`config.mk`:
```
export PLATFORM = sky130hd
export DESIGN_NAME = gopf_mul_loader_flat
export DESIGN_NICKNAME = d
export VERILOG_FILES = /design/src/rtl/gopf_mul_loader_if.sv /design/src/rtl/gopf_mul_loader.sv /design/src/flat_wrapper.sv
export SDC_FILE = /design/constraint.sdc
export NUM_CORES = 1
export LEC_CHECK = 0
export CAP_MARGIN = 0
export CORE_AREA = 2 2 242 244
export CTS_CLUSTER_DIAMETER = 200
export DETAILED_ROUTE_END_ITERATION = 16
export DIE_AREA = 0 0 244 246
export PLACE_DENSITY = 0.72
export SLEW_MARGIN = 20
export SYNTH_ARGS = -nofsm -noshare
export SYNTH_HDL_FRONTEND = slang
export SYNTH_SLANG_ARGS = --single-unit
```
`constraint.sdc`:
```
create_clock -name clk -period 2.1 [get_ports clk]
set_input_delay 0.42 -clock clk [delete_from_list [all_inputs] [get_ports clk]]
set_output_delay 0.42 -clock clk [all_outputs]
set_load 0.005 [all_outputs]
```
`src/rtl/gopf_mul_loader_if.sv`:
```
// Word-bus and GOPF_MUL-side signal bundle for gopf_mul_loader.
// The loader takes the slave modport. The ALU1 driver and the multiplier take the master modport.
interface gopf_mul_loader_if #(
    parameter int M = 144,
    parameter int W = 16
);
    logic         cmd_valid;
    logic [1:0]   cmd_op;
    logic         cmd_ready;
    logic         in_valid;
    logic [W-1:0] in_data;
    logic         in_ready;
    logic         out_valid;
    logic [W-1:0] out_data;
    logic         out_last;
    logic         out_ready;
    logic         busy;
    logic         mod_valid;
    logic         err;
    logic         gm_start;
    logic [0:M-1] gm_multiplicand;
    logic [0:M-1] gm_multiplier;
    logic [0:M-1] gm_mod;
    logic [0:M-1] gm_mul_out;
    logic         gm_mul_done;

    modport slave (
        input  cmd_valid, cmd_op, in_valid, in_data, out_ready, gm_mul_out, gm_mul_done,
        output cmd_ready, in_ready, out_valid, out_data, out_last, busy, mod_valid, err,
               gm_start, gm_multiplicand, gm_multiplier, gm_mod
    );

    modport master (
        output cmd_valid, cmd_op, in_valid, in_data, out_ready, gm_mul_out, gm_mul_done,
        input  cmd_ready, in_ready, out_valid, out_data, out_last, busy, mod_valid, err,
               gm_start, gm_multiplicand, gm_multiplier, gm_mod
    );
endinterface

```
`src/rtl/gopf_mul_loader.sv`:
```
// Word-serial front end for the GF((2^16)^9) multiplier.
// It loads the modulus and the operands one word at a time, runs one multiply, and streams the product back out.
module gopf_mul_loader #(
    parameter int M = 144,
    parameter int W = 16
) (
    input  logic              clk,
    input  logic              rst_b,
    gopf_mul_loader_if.slave  bus
);
    localparam int N  = M / W;
    localparam int CW = $clog2(N);

    typedef enum logic [2:0] {
        IDLE, LOAD_MOD, LOAD_A, LOAD_B, START, WAIT, DRAIN
    } state_t;

    state_t        state, nxt;
    logic [CW-1:0] wcnt;
    logic [0:M-1]  mod_reg, a_reg, b_reg, res_reg;
    logic          mod_valid, err;
    logic          wr, inc, cap, bad, wlast;

    assign wlast = (wcnt == CW'(N - 1));

    always_ff @(posedge clk or negedge rst_b) begin
        if (!rst_b) state <= IDLE;
        else        state <= nxt;
    end

    always_comb begin
        nxt = state;
        wr  = 1'b0;
        inc = 1'b0;
        cap = 1'b0;
        bad = 1'b0;
        case (state)
            IDLE: if (bus.cmd_valid) begin
                if (bus.cmd_op == 2'd0)                  nxt = LOAD_MOD;
                else if (bus.cmd_op == 2'd1 && mod_valid) nxt = LOAD_A;
                else                                     bad = 1'b1;
            end
            LOAD_MOD, LOAD_A, LOAD_B: if (bus.in_valid) begin
                wr  = 1'b1;
                inc = 1'b1;
                if (wlast) begin
                    if (state == LOAD_MOD)    nxt = IDLE;
                    else if (state == LOAD_A) nxt = LOAD_B;
                    else                      nxt = START;
                end
            end
            START: nxt = WAIT;
            WAIT: if (bus.gm_mul_done) begin
                cap = 1'b1;
                nxt = DRAIN;
            end
            DRAIN: if (bus.out_ready) begin
                inc = 1'b1;
                if (wlast) nxt = IDLE;
            end
            default: nxt = IDLE;
        endcase
    end

    // The operand registers drive the multiplier directly. They change only in the load states, so they hold steady from START until the result is captured.
    always_ff @(posedge clk or negedge rst_b) begin
        if (!rst_b) begin
            wcnt      <= '0;
            mod_reg   <= '0;
            a_reg     <= '0;
            b_reg     <= '0;
            res_reg   <= '0;
            mod_valid <= 1'b0;
            err       <= 1'b0;
        end else begin
            err <= bad;
            if (inc) wcnt <= wlast ? '0 : wcnt + 1'b1;
            if (wr) begin
                for (int k = 0; k < N; k++) begin
                    if (wcnt == CW'(k)) begin
                        case (state)
                            LOAD_MOD: mod_reg[W*k +: W] <= bus.in_data;
                            LOAD_A:   a_reg[W*k +: W]   <= bus.in_data;
                            default:  b_reg[W*k +: W]   <= bus.in_data;
                        endcase
                    end
                end
            end
            if (wr && wlast && state == LOAD_MOD) mod_valid <= 1'b1;
            if (cap) res_reg <= bus.gm_mul_out;
        end
    end

    always_comb begin
        bus.out_data = '0;
        for (int k = 0; k < N; k++)
            if (wcnt == CW'(k)) bus.out_data = res_reg[W*k +: W];
    end

    assign bus.cmd_ready       = (state == IDLE);
    assign bus.in_ready        = (state == LOAD_MOD) || (state == LOAD_A) || (state == LOAD_B);
    assign bus.out_valid       = (state == DRAIN);
    assign bus.out_last        = (state == DRAIN) && wlast;
    assign bus.busy            = (state != IDLE);
    assign bus.mod_valid       = mod_valid;
    assign bus.err             = err;
    assign bus.gm_start        = (state == START);
    assign bus.gm_multiplicand = a_reg;
    assign bus.gm_multiplier   = b_reg;
    assign bus.gm_mod          = mod_reg;
endmodule
```
`src/flat_wrapper.sv`:
```
// flat-port wrapper written by rule: the top's interface ports become plain ports
module gopf_mul_loader_flat 
#(
    parameter int M = 144,
    parameter int W = 16
)
  (clk, rst_b, bus_cmd_valid, bus_cmd_op, bus_in_valid, bus_in_data, bus_out_ready, bus_gm_mul_out, bus_gm_mul_done, bus_cmd_ready, bus_in_ready, bus_out_valid, bus_out_data, bus_out_last, bus_busy, bus_mod_valid, bus_err, bus_gm_start, bus_gm_multiplicand, bus_gm_multiplier, bus_gm_mod);
  gopf_mul_loader_if #(.M(M), .W(W)) bus_i ();
  input  logic clk;
  input  logic rst_b;
  input wire logic [$bits(bus_i.cmd_valid)-1:0] bus_cmd_valid;
  input wire logic [$bits(bus_i.cmd_op)-1:0] bus_cmd_op;
  input wire logic [$bits(bus_i.in_valid)-1:0] bus_in_valid;
  input wire logic [$bits(bus_i.in_data)-1:0] bus_in_data;
  input wire logic [$bits(bus_i.out_ready)-1:0] bus_out_ready;
  input wire logic [$bits(bus_i.gm_mul_out)-1:0] bus_gm_mul_out;
  input wire logic [$bits(bus_i.gm_mul_done)-1:0] bus_gm_mul_done;
  output wire logic [$bits(bus_i.cmd_ready)-1:0] bus_cmd_ready;
  output wire logic [$bits(bus_i.in_ready)-1:0] bus_in_ready;
  output wire logic [$bits(bus_i.out_valid)-1:0] bus_out_valid;
  output wire logic [$bits(bus_i.out_data)-1:0] bus_out_data;
  output wire logic [$bits(bus_i.out_last)-1:0] bus_out_last;
  output wire logic [$bits(bus_i.busy)-1:0] bus_busy;
  output wire logic [$bits(bus_i.mod_valid)-1:0] bus_mod_valid;
  output wire logic [$bits(bus_i.err)-1:0] bus_err;
  output wire logic [$bits(bus_i.gm_start)-1:0] bus_gm_start;
  output wire logic [$bits(bus_i.gm_multiplicand)-1:0] bus_gm_multiplicand;
  output wire logic [$bits(bus_i.gm_multiplier)-1:0] bus_gm_multiplier;
  output wire logic [$bits(bus_i.gm_mod)-1:0] bus_gm_mod;
  assign bus_i.cmd_valid = bus_cmd_valid;
  assign bus_i.cmd_op = bus_cmd_op;
  assign bus_i.in_valid = bus_in_valid;
  assign bus_i.in_data = bus_in_data;
  assign bus_i.out_ready = bus_out_ready;
  assign bus_i.gm_mul_out = bus_gm_mul_out;
  assign bus_i.gm_mul_done = bus_gm_mul_done;
  assign bus_cmd_ready = bus_i.cmd_ready;
  assign bus_in_ready = bus_i.in_ready;
  assign bus_out_valid = bus_i.out_valid;
  assign bus_out_data = bus_i.out_data;
  assign bus_out_last = bus_i.out_last;
  assign bus_busy = bus_i.busy;
  assign bus_mod_valid = bus_i.mod_valid;
  assign bus_err = bus_i.err;
  assign bus_gm_start = bus_i.gm_start;
  assign bus_gm_multiplicand = bus_i.gm_multiplicand;
  assign bus_gm_multiplier = bus_i.gm_multiplier;
  assign bus_gm_mod = bus_i.gm_mod;
  gopf_mul_loader #(.M(M), .W(W)) u_core (.clk(clk), .rst_b(rst_b), .bus(bus_i));
endmodule
```
Yosys cells after proc, flatten, opt, wreduce, memory -nomap -nowiden. Index checks and enable logic that the tools add are counted.

$add $sub $neg: 1. Equality and inequality tests: 22. Multiplexer cells: 31. Bitwise gates (word level): 1. Reductions and logical operators: 40.

Operators with widths (number): 16-bit 2-to-1 mux (9); 3-bit AND reduction (27); 3-bit 2-to-1 mux (10); 4-bit by 3-bit == test with 1-bit output, second input constant (4); 3-bit case mux with 5 select lines (1); 3-bit == test, second input constant (3); 1-bit 2-to-1 mux (9); 4-bit by 2-bit == test with 1-bit output, second input constant (2); 2-bit inequality test, second input constant (4); 7-bit AND reduction (1); 3-bit by 2-bit == test with 1-bit output, second input constant (2); 4-bit by 1-bit adder with 4-bit output, second input constant (1); 4-bit by 1-bit == test with 1-bit output, second input constant (1); 4-bit == test, second input constant (1); 1-bit logical AND (4); 4-bit logical NOT (1); 4-bit 2-to-1 mux (1); 2-bit by 1-bit inequality test with 1-bit output, second input constant (2); 3-bit by 1-bit == test with 1-bit output, second input constant (1); 3-bit logical NOT (1); 3-bit by 1-bit inequality test with 1-bit output, second input constant (1); 3-bit nonzero test (1); 3-bit OR reduction (1); 2-bit by 1-bit == test with 1-bit output, second input constant (1); other kinds (5) (6).

Register bits after elaboration: 585. Input bits: 168. Output and inout bits: 456. Logic and storage cells: 127.

Logic depth before layout (Yosys ltp). Gate-level depths: netlist of the first run.

Depth after elaboration: 10. Mapped depth: 8. Depth with buffers taken out: 6.

Worst setup path before layout of the first run. No wires, ideal clock.

Path kind: reg2out. Start: register u_core.wcnt[0]. End: output port bus_out_data[11]. Arrival: 1.852 ns. Required time: 1.680 ns. Path slack: -0.172 ns. Cell stages (with the launch flop): 9. Path buffers: 2. Cell sequence: dfrtp_1 > inv_1 > ha_1 > and3b_1 > clkbuf_1 > a21oi_1 > clkbuf_1 > a21bo_2 > o21ai_0.

Cells in the longest elaborated chain, start to end: 10. Elaborated cells between the ends (all ways): 18. Classes of those cells: 8 x eq/ne; 9 x mux; 1 x reduce/logical.

RTL lines: start: declaration (RTL line gopf_mul_loader.sv:19) `logic [CW-1:0] wcnt;`; start signal: assignment (RTL line gopf_mul_loader.sv:77) `if (inc) wcnt <= wlast ? '0 : wcnt + 1'b1;`; 4-bit logical NOT (RTL line gopf_mul_loader.sv:97) `if (wcnt == CW'(k)) bus.out_data = res_reg[W*k +: W];`; 16-bit 2-to-1 mux (8 in series) (RTL line gopf_mul_loader.sv:97); 16-bit 2-to-1 mux * (RTL line gopf_mul_loader.sv:97); end: declaration (RTL line flat_wrapper.sv:21) `output wire logic [$bits(bus_i.out_data)-1:0] bus_out_data;`.

Mark *: on every way between the ends. The rest lies on a longest branch, timed or not.

Worst setup path in the final report of the first run.
Start: register u_core.wcnt[1]. End: output port bus_out_data[14].

Same word-level chain as after synthesis.

==> results.tsv, run 1 <==
metric	value	unit
cap_viol_max_count	0	
p_clk_share	24.5	%
final_cell_mix	clkdlybuf4s50_1 (600), dfrtp_1 (580), mux2_2 (416), mux2_4 (146), buf_4 (96)	
p_per_area	1252	nW/um^2
layout_min_cycle_time	3.095	ns
cp_num_buf_inv	2	
coreArea	57370	um^2
synthArstFlopShare	100.0	%
synth_edf_count	0	
routedWlPerCell	27.57	um
ys_seq_elements	585	
grt_max_degree	109	
cts_buffer_depth	3	
max_stage_delay	0.60	ns
pin_count	624	
status	finished, violations left	
grt_overflow_total	0	
track_usage	28.22	%
drt_iter0_markers	1169	
ir_drop	0.7359	mV
p_sw_share	29.79	%
place_area	32120	um^2
violations	negative setup slack	
path_cells	buf_12 -> ha_4 -> nand3b_1 -> nor2_4 -> a222oi_1 -> o311ai_4 -> buf_2	
clk_latency	0.62	ns
htreeDepth	2	
cp_max_fo	7	
initial_core_util	41.24	%
maxSlewViolCount	0	
hp-class	input port to async pin	
internal_power	31580	uW
worst_setup_path_end_kind	primary output	
grt_pass1_vias	17697	
cts_tree	yes	
area_delta_synth_final	51.82	%
setup_viol	252	
fillers	4210	
clk_pin_slew	0.06	ns
p_leak	0.01694	uW
syn_inst	1521	
skew	0.02679	ns
first_pass_iters	8	
via_per_inst	5.436	
ys_seq_area_share	61.88	%
post-route-period-util	147.4	%
p_sw	13400	uW
cp_data_arrival_time	2.68	ns
grt_pass1_wl	124700	um
gp_congestion	0.8796	
dieArea	60020	um^2
start_kind	flip-flop	
synth.avg_cell_area	15.55	um^2
fin_ws	-0.9951	ns
relSlewSlack	58.94	%
fin_area	35920	um^2
drc	0	
seqPwrFrac	34.8	%
combPwrFrac	40.7	%
yosysUniqueCellTypes	51	
die_w	244	um
reg2reg_depth	12	
worstMarginPinSlew	0.6158	ns
r2r-start	u_core.wcnt[0]	
rsz0062_at_grt	true	
drive_gt1_share	42.99	%
synth_warnings	0	
fmax	323.1	MHz
post-route-util	62.61	%
die_h	246	um
crit_family	compound AO/OA/AOI/OAI gates	
timing.rr.end	u_core.bus.gm_multiplicand[142]	
finalHoldViolCount	0	
mappedNetlistArea	23660	um^2
dpl.hpwl	60680	um
rows	88	
crit_slowest_cell	a222oi_1	
critPathKind	flip-flop to primary output	
ant_nets	0	
required	1.68	ns
cts_sinks	585	
wl	86010	um
port_buffers	623	
via_count	16959	
cts-buffers-inserted	60	
synth_ff_type	dfrtp_1	
final_common_cell	clkdlybuf4s50_1	
nNetsFinal	2478	
cts.root.buffer_cell	clkbuf_16	
syn_nets	1693	
antenna_found_initial	2	
r2r_setup_slack	-0.22	ns
-- synthesized netlist by cell type (3+ instances only) --
cell type  number  area share [%]
o21ai_1         6            0.13
nand3_1         5            0.11
a21oi_1        36            0.76
nor2_2         10            0.26
buf_6           7            0.33
and2_1          3           0.079
inv_1           8            0.13
mux2_4         60             3.8
buf_4           3           0.095
nand3_4         4            0.30
buf_1           9            0.14
nand3_2         9            0.38
dfrtp_1       585              62
ha_1            4            0.21
nand2b_1        4            0.11
mux2_1         15            0.71
o21ai_0        34            0.72
o32a_1         15            0.63
clkbuf_1       56            0.89
a21bo_2        14            0.59
nand2_1         7            0.11
nor2b_1         5            0.13
nor2_1          9            0.14
mux2_2        502              24
a221oi_1       15            0.56
buf_2          34            0.72
nand3b_1        4            0.13
o22ai_1        15            0.40
a222oi_1       16            0.68
-- worst max-delay path by stage --
stage                               from          endpoint  slack [ns]  cells after the start
after floorplan           u_core.wcnt[0]  bus_out_data[10]        0.01                      8
after global routing      u_core.wcnt[1]  bus_out_data[14]       -1.04                      7
after CTS                 u_core.wcnt[0]  bus_out_data[14]       -0.97                      7
final                     u_core.wcnt[1]  bus_out_data[14]        -1.0                      7
after detailed placement  u_core.wcnt[0]  bus_out_data[14]       -1.07                      9
after global placement    u_core.wcnt[0]  bus_out_data[14]       -0.99                      9
-- area by class of cell --
cell class,instances,area (um^2),area share (%)
antenna,1,2.502,0.006967
clock inverter,18,269.0,0.7490
inverter,10,47.55,0.1324
timing repair buffer,832,8892,24.76
multi-input combinational,817,9290,25.87
sequential,585,14650,40.78
tap,765,957.2,2.665
clock buffer,92,1813,5.048
-- cells by family (layout without fill, tap and decap cells) --
family | after synthesis | count (layout) | synth area share (%)
buf+inv | 119 | 952 | 2.348
flops | 585 | 585 | 61.88
mux | 577 | 577 | 28.42
other cells | 0 | 1 | 0
simple gates | 74 | 74 | 2.269
fa+ha+maj | 4 | 4 | 0.2116
compound gates | 162 | 162 | 4.876
-- through the flow --
step                      cells  hold slack [ns]  TNS (ns)  worst slack (ns)  power (uW)
after floorplan            1521           0.1244         0           0.01223       21210
after global placement     2943           0.2785    -63.84           -0.9852       30970
after detailed placement   2943           0.2810    -65.16            -1.072       31320
after CTS                  3117           0.2269    -53.05           -0.9673       44750
after global routing       3119           0.2485    -45.08            -1.038       46830
final                      3120           0.2504    -31.02           -0.9951       44980
-- per-layer routing --
| metal | share of wire (%) | routed length, um | up-vias | global-route usage (%) |
|---|---|---|---|---|
| met4 | 4.1 | 3524 | 2 | 9.415 |
| li1 | - | - | 7106 | - |
| met5 | 0.013 | 11 | - | 0 |
| met1 | 40 | 34180 | 8904 | 35.24 |
| met3 | 7.1 | 6123 | 180 | 6.558 |
| met2 | 49 | 42170 | 767 | 48.36 |
-- worst register-to-register path, cell delays in order, from the launching register on --
cell and delay, ns:
dfrtp_2 0.42, inv_4 0.07, ha_4 0.18, and3b_2 0.26, buf_12 0.14, buf_6 0.11, buf_6 0.11, buf_6 0.11
buf_8 0.13, buf_12 0.13, nand2_8 0.09, buf_12 0.14, mux2_4 0.30
-- power groups by stage --
stage | logic (uW) | registers [uW] | clock network (uW)
finish | 18300 | 15700 | 11000
global route | 19200 | 15900 | 11700
CTS | 18000 | 15600 | 11200
detailed placement | 15600 | 15700 | 0
global placement | 15400 | 15600 | 0
floorplan | 5660 | 15600 | 0
-- timing repair --
action,in CTS,in global routing
buffers inserted,61,16
endpoints found under the setup margin,185,307
pin swaps,52,46
hold buffers,1,0
gates cloned,8,4
hold endpoints to repair,90,0
gates resized for setup,342,51
(Power assumes the default switching activity.)
==> inputs of run 2 (changes only) <==
Settings changed: CORE_AREA 2 2 242 244 to 2 2 240 242, DIE_AREA 0 0 244 246 to 0 0 242 244, PLACE_DENSITY 0.72 to 0.71, SETUP_SLACK_MARGIN from default to 0.05.
Clock period 2.1 ns to 3.2 ns, I/O delays scaled along.
==> run 2 against run 1 <==
The run now ends clean. Sequential power decreased by 35%. Global-route usage decreased by 0.55 points. Non-clock buffer count decreased by 88. Worst setup slack improved by 1.0 ns. Via count decreased by 3.9%. Final cell count decreased by 3.0%. Critical endpoint is now bus_out_data[8].
==> results.tsv, run 2 (same netlist as run 1, synthesis figures left out) <==
metric	value	unit
status	finished clean	
grt_pass1_wl	120900	um
post-route-period-util	99.53	%
nNetsFinal	2390	
cap_viol_max_count	0	
final_common_cell	clkdlybuf4s50_1	
seqPwrFrac	36.5	%
combPwrFrac	37.2	%
r2r_setup_slack	0.66	ns
die_h	244	um
initial_core_util	42.12	%
cts_sinks	585	
hold_path_depth	1	
p_sw	8451	uW
drc	0	
hp-class	flip-flop to flip-flop	
port_buffers	623	
first_pass_iters	7	
cts.root.buffer_cell	clkbuf_16	
hold_ws	0.4868	ns
cts-buffers-inserted	60	
track_usage	27.67	%
gp_congestion	0.8905	
p_per_area	825.2	nW/um^2
place_area	31260	um^2
antenna_found_initial	4	
maxSlewViolCount	0	
p_clk_share	26.3	%
dieArea	59050	um^2
drt_iter0_markers	1045	
wl	82580	um
relSlewSlack	40.57	%
htreeDepth	2	
critPathKind	flip-flop to primary output	
setup_viol	0	
drive_gt1_share	39.49	%
whs_endpoint	u_core.bus.gm_multiplier[119]	
grt_overflow_total	0	
ir_drop	0.5176	mV
dpl.hpwl	59590	um
cp_data_arrival_time	2.54	ns
cts_tree	yes	
start_kind	flip-flop	
final_cell_mix	clkdlybuf4s50_1 (605), dfrtp_1 (583), mux2_2 (502), buf_4 (76), clkbuf_16 (61)	
coreArea	56170	um^2
reg2reg_depth	6	
finalHoldViolCount	0	
die_w	242	um
grt_max_degree	79	
required	2.56	ns
clk_pin_slew	0.06	ns
worstMarginPinSlew	0.8886	ns
via_count	16291	
placed_cells	2883	
clk_latency	0.65	ns
fin_area	34030	um^2
p_leak	0.01602	uW
rsz0062_at_grt	true	
final_cells	3027	
worst_setup_path_end_kind	primary output	
area_delta_synth_final	43.82	%
internal_power	19630	uW
via_per_inst	5.382	
layout_min_cycle_time	3.185	ns
rows	87	
timing.rr.end	u_core.bus.gm_mod[89]	
ant_nets	0	
r2r-start	u_core.wcnt[2]	
skew	0.02368	ns
fmax	314.0	MHz
routedWlPerCell	27.28	um
cp_max_fo	8	
post-route-util	60.58	%
fillers	4339	
pin_count	624	
worstHoldStart	u_core.bus.gm_multiplier[119]	
grt_pass1_vias	17061	
p_sw_share	30.10	%
cts_buffer_depth	3	
## run 2: changes by cell type in the layout (fill, tap and decap cells not counted), sizes merged, moves of 3 or more
cell           delta
clkinv           +11
clkdlybuf4s50     +5
buf              -91
inv               -3
clkbuf            -9
## run 2: area by class of cell
cell class / instances / area, um^2 / share of cell area (%)
clock buffer: 86 / 1769 / 5.200
sequential: 585 / 14640 / 43.03
multi-input combinational: 817 / 8780 / 25.80
tap: 756 / 945.9 / 2.780
antenna: 2 / 5.005 / 0.01471
timing repair buffer: 744 / 7477 / 21.98
inverter: 10 / 48.80 / 0.1434
clock inverter: 27 / 357.8 / 1.052
## run 2: critical path, stage by stage, from the launching register on
cell,delay (ns)
dfrtp_2,0.47
inv_4,0.11
ha_4,0.18
nand2b_4,0.14
buf_12,0.13
buf_6,0.11
buf_6,0.09
a21oi_2,0.02
o32a_1,0.35
o21ai_2,0.17
buf_2,0.14
## run 2: worst max-delay path by stage
stage,to,startpoint
final,bus_out_data[8],u_core.wcnt[1]
after global routing,bus_out_data[14],u_core.wcnt[1]
after CTS,bus_out_data[6],u_core.wcnt[1]
after detailed placement,bus_out_data[6],u_core.wcnt[0]
after global placement,bus_out_data[4],u_core.wcnt[0]
after floorplan,bus_out_data[11],u_core.wcnt[0]
## run 2: power groups by stage
stage | sequential, uW | clock, uW | combinational [uW]
6_report | 10200 | 7380 | 10500
5_1_grt | 10400 | 7800 | 11000
4_1_cts | 10200 | 7480 | 10300
3_5_place_dp | 10300 | 0 | 9640
3_3_place_gp | 10200 | 0 | 9510
2_1_floorplan | 10200 | 0 | 3680
## run 2: metal layers
layer,routed length (um),share of wire (%),vias up,global-route usage (%)
met3,5619,6.8,154,6.091
met5,11,0.013,-,0
met1,33020,40,8533,34.84
met2,40690,49,698,47.00
met4,3237,3.9,2,10.17
li1,-,-,6904,-
## run 2: per-stage QoR
step                      setup TNS [ns]  worst slack [ns]  total power, uW
after floorplan                        0            0.7084            13890
after global placement            -1.691           -0.1748            19720
after detailed placement          -3.670           -0.3152            19970
after CTS                        -0.1012          -0.08181            27980
after global routing             -0.3980          -0.06504            29190
final                                  0           0.01513            28080
## run 2: what timing repair did
action / 4_1_cts / 5_1_grt
resized for setup: 166 / 20
buffers inserted: 19 / 8
hold buffers: 1 / 0
cloned: 4 / 1
pin swaps: 33 / 24
endpoints found under the setup margin: 17 / 16
hold endpoints to repair: 32 / 0
==> RTL edit (flow settings as in run 1) <==
Reset style: synchronous (`rst_b`), changed in 2 clocked blocks.
--- a/src/rtl/gopf_mul_loader.sv
+++ b/src/rtl/gopf_mul_loader.sv
@@ -25,3 +25,3 @@
 
-    always_ff @(posedge clk or negedge rst_b) begin
+    always_ff @(posedge clk) begin
         if (!rst_b) state <= IDLE;
@@ -65,3 +65,3 @@
     // The operand registers drive the multiplier directly. They change only in the load states, so they hold steady from START until the result is captured.
-    always_ff @(posedge clk or negedge rst_b) begin
+    always_ff @(posedge clk) begin
         if (!rst_b) begin
Behaviour: differs if rst_b is asserted again (counterexample within 4 cycles, from zero or initial values and one cycle with rst_b low); with rst_b held inactive, the same outputs for 4 cycles.
==> RTL edit against run 1 <==
- the run still ends with negative setup slack left
- via count up 34%
- die area unchanged
- final area fell by 7.7%
- sequential cell count is the same
- wire length grew 5.2%
- setup slack improved by 0.18 ns
- register-to-register slack gained 0.17 ns
- area after synthesis is 7.5% lower
- first-iteration DRC count rose by 44%
Power is not compared: it rests on default switching activity, and its combinational part moved more than twofold at a synthesized area within 25%.
==> RTL edit: results (changes against run 1) <==
syn_area_per_cell = 7.54 µm² (was 15.6 µm²)
CTS Buf Count = 59 (was 60)
outcome = complete, but fails checks (unchanged)
Worst R2R Path Depth = 11 (was 12)
M1 GR Usage = 36.3% (was 35.2%)
per-cell routed wire length = 20.8 µm (was 27.6 µm)
Synth Area in Adders = 0.229% (was 0.212%)
Final Total Pwr = 25.1 mW
worst hold path type = input pin to flop (was input pin to asynchronous set/reset pin)
violated checks = negative setup slack (unchanged)
ys flop type = dfxtp_1 (was dfrtp_1)
Place WS = -0.769 ns (was -1.07 ns)
FF-to-FF End = u_core.state[0]$_SDFFE_PN0P_ (was u_core.bus.gm_multiplicand[142]$_DFFE_PN0P_)
initial antenna violation count = 4 (was 2)
ys async rst share = 0% (was 100%)
endpoints failing setup = 18 (was 252)
Mapped Nets = 3074 (was 1693)
met2 usage = 47.6% (was 48.4%)
final setup margin = -0.819 ns (was -0.995 ns)
layout cells sized above 1 = 12.3% (was 43.0%)
post-synthesis compound-gate area fraction = 17.3% (was 4.88%)
Iter 0 DRT Violations = 1681 (was 1169)
largest net degree at the start of global routing = 97 (was 109)
Total GRT Usage = 28.8% (was 28.2%)
Synth top cells by count = nand2_1, a21oi_1, dfxtp_1 (was dfrtp_1, mux2_2, mux2_4)
slowest CP cell = dfxtp_4 (was a222oi_1)
ranking of synthesized cells by area = dfxtp_1, nand2_1, a21oi_1, clkbuf_1, buf_2 (was dfrtp_1, mux2_2, mux2_4, clkbuf_1, a21oi_1)
## RTL edit: worst max path at each step
stage                     slack (ns)  depth (start not counted)                         from                to
after floorplan                 0.01                          7  u_core.wcnt[0]$_SDFFE_PN0P_  bus_out_data[10]
after global placement         -0.71                          8  u_core.wcnt[1]$_SDFFE_PN0P_  bus_out_data[15]
after detailed placement       -0.77                          8  u_core.wcnt[1]$_SDFFE_PN0P_  bus_out_data[15]
after CTS                      -0.85                          8  u_core.wcnt[1]$_SDFFE_PN0P_  bus_out_data[14]
after global routing           -0.90                          9  u_core.wcnt[1]$_SDFFE_PN0P_   bus_out_data[4]
final                          -0.82                          9  u_core.wcnt[1]$_SDFFE_PN0P_   bus_out_data[4]
## RTL edit: area by class of cell
cell class	instances	area, µm²	share of cell area (%)
tap	765	957	2.89
antenna	4	10.0	0.0302
timing repair buffer	821	8700	26.3
multi-input combinational	2053	9750	29.4
sequential	585	11700	35.4
clock buffer	87	1710	5.17
inverter	21	98.8	0.298
clock inverter	18	194	0.585
## RTL edit: logic make-up (layout without fill, tap and decap cells)
family / Yosys count / in the layout
multiplexers: 1 / 1
adder cells (fa/ha/maj): 4 / 4
AND/OR/NAND/NOR: 1323 / 1323
other: 0 / 4
AO/OA/AOI/OAI: 725 / 725
buffers and inverters: 264 / 947
flip-flops: 585 / 585
## RTL edit: layer usage
layer  vias to the layer above  share of wire (%)
met1                     10600                 40
met2                      1099                 47
li1                      10700                  -
met4                         2                5.1
met3                       230                8.2
met5                         -              0.011
## RTL edit: what timing repair did
action                                 in CTS  in global routing
buffers inserted                           14                  6
pin swaps                                  51                 37
cloned                                      4                  3
endpoints found under the hold margin       0                  0
resized for setup                         221                 48
setup endpoints to repair                  25                144
## RTL edit: power by group through the flow
stage	clock (mW)	sequential (mW)	combinational (mW)
after global routing	11.1	11.3	3.48
after detailed placement	0	11.5	2.75
after CTS	10.6	11.3	3.14
final	10.5	11.3	3.31
after global placement	0	11.5	2.73
after floorplan	0	11.5	1.18
## RTL edit: worst max-delay path, delay by kind of cell, from the launching register on
family	cells	cell delay [ns]
adders and majority gates	1	0.21
AOI/OAI and AO/OA	3	0.61
buffers and inverters	4	0.45
DFF	1	0.38
and+or+nand+nor	1	0.23
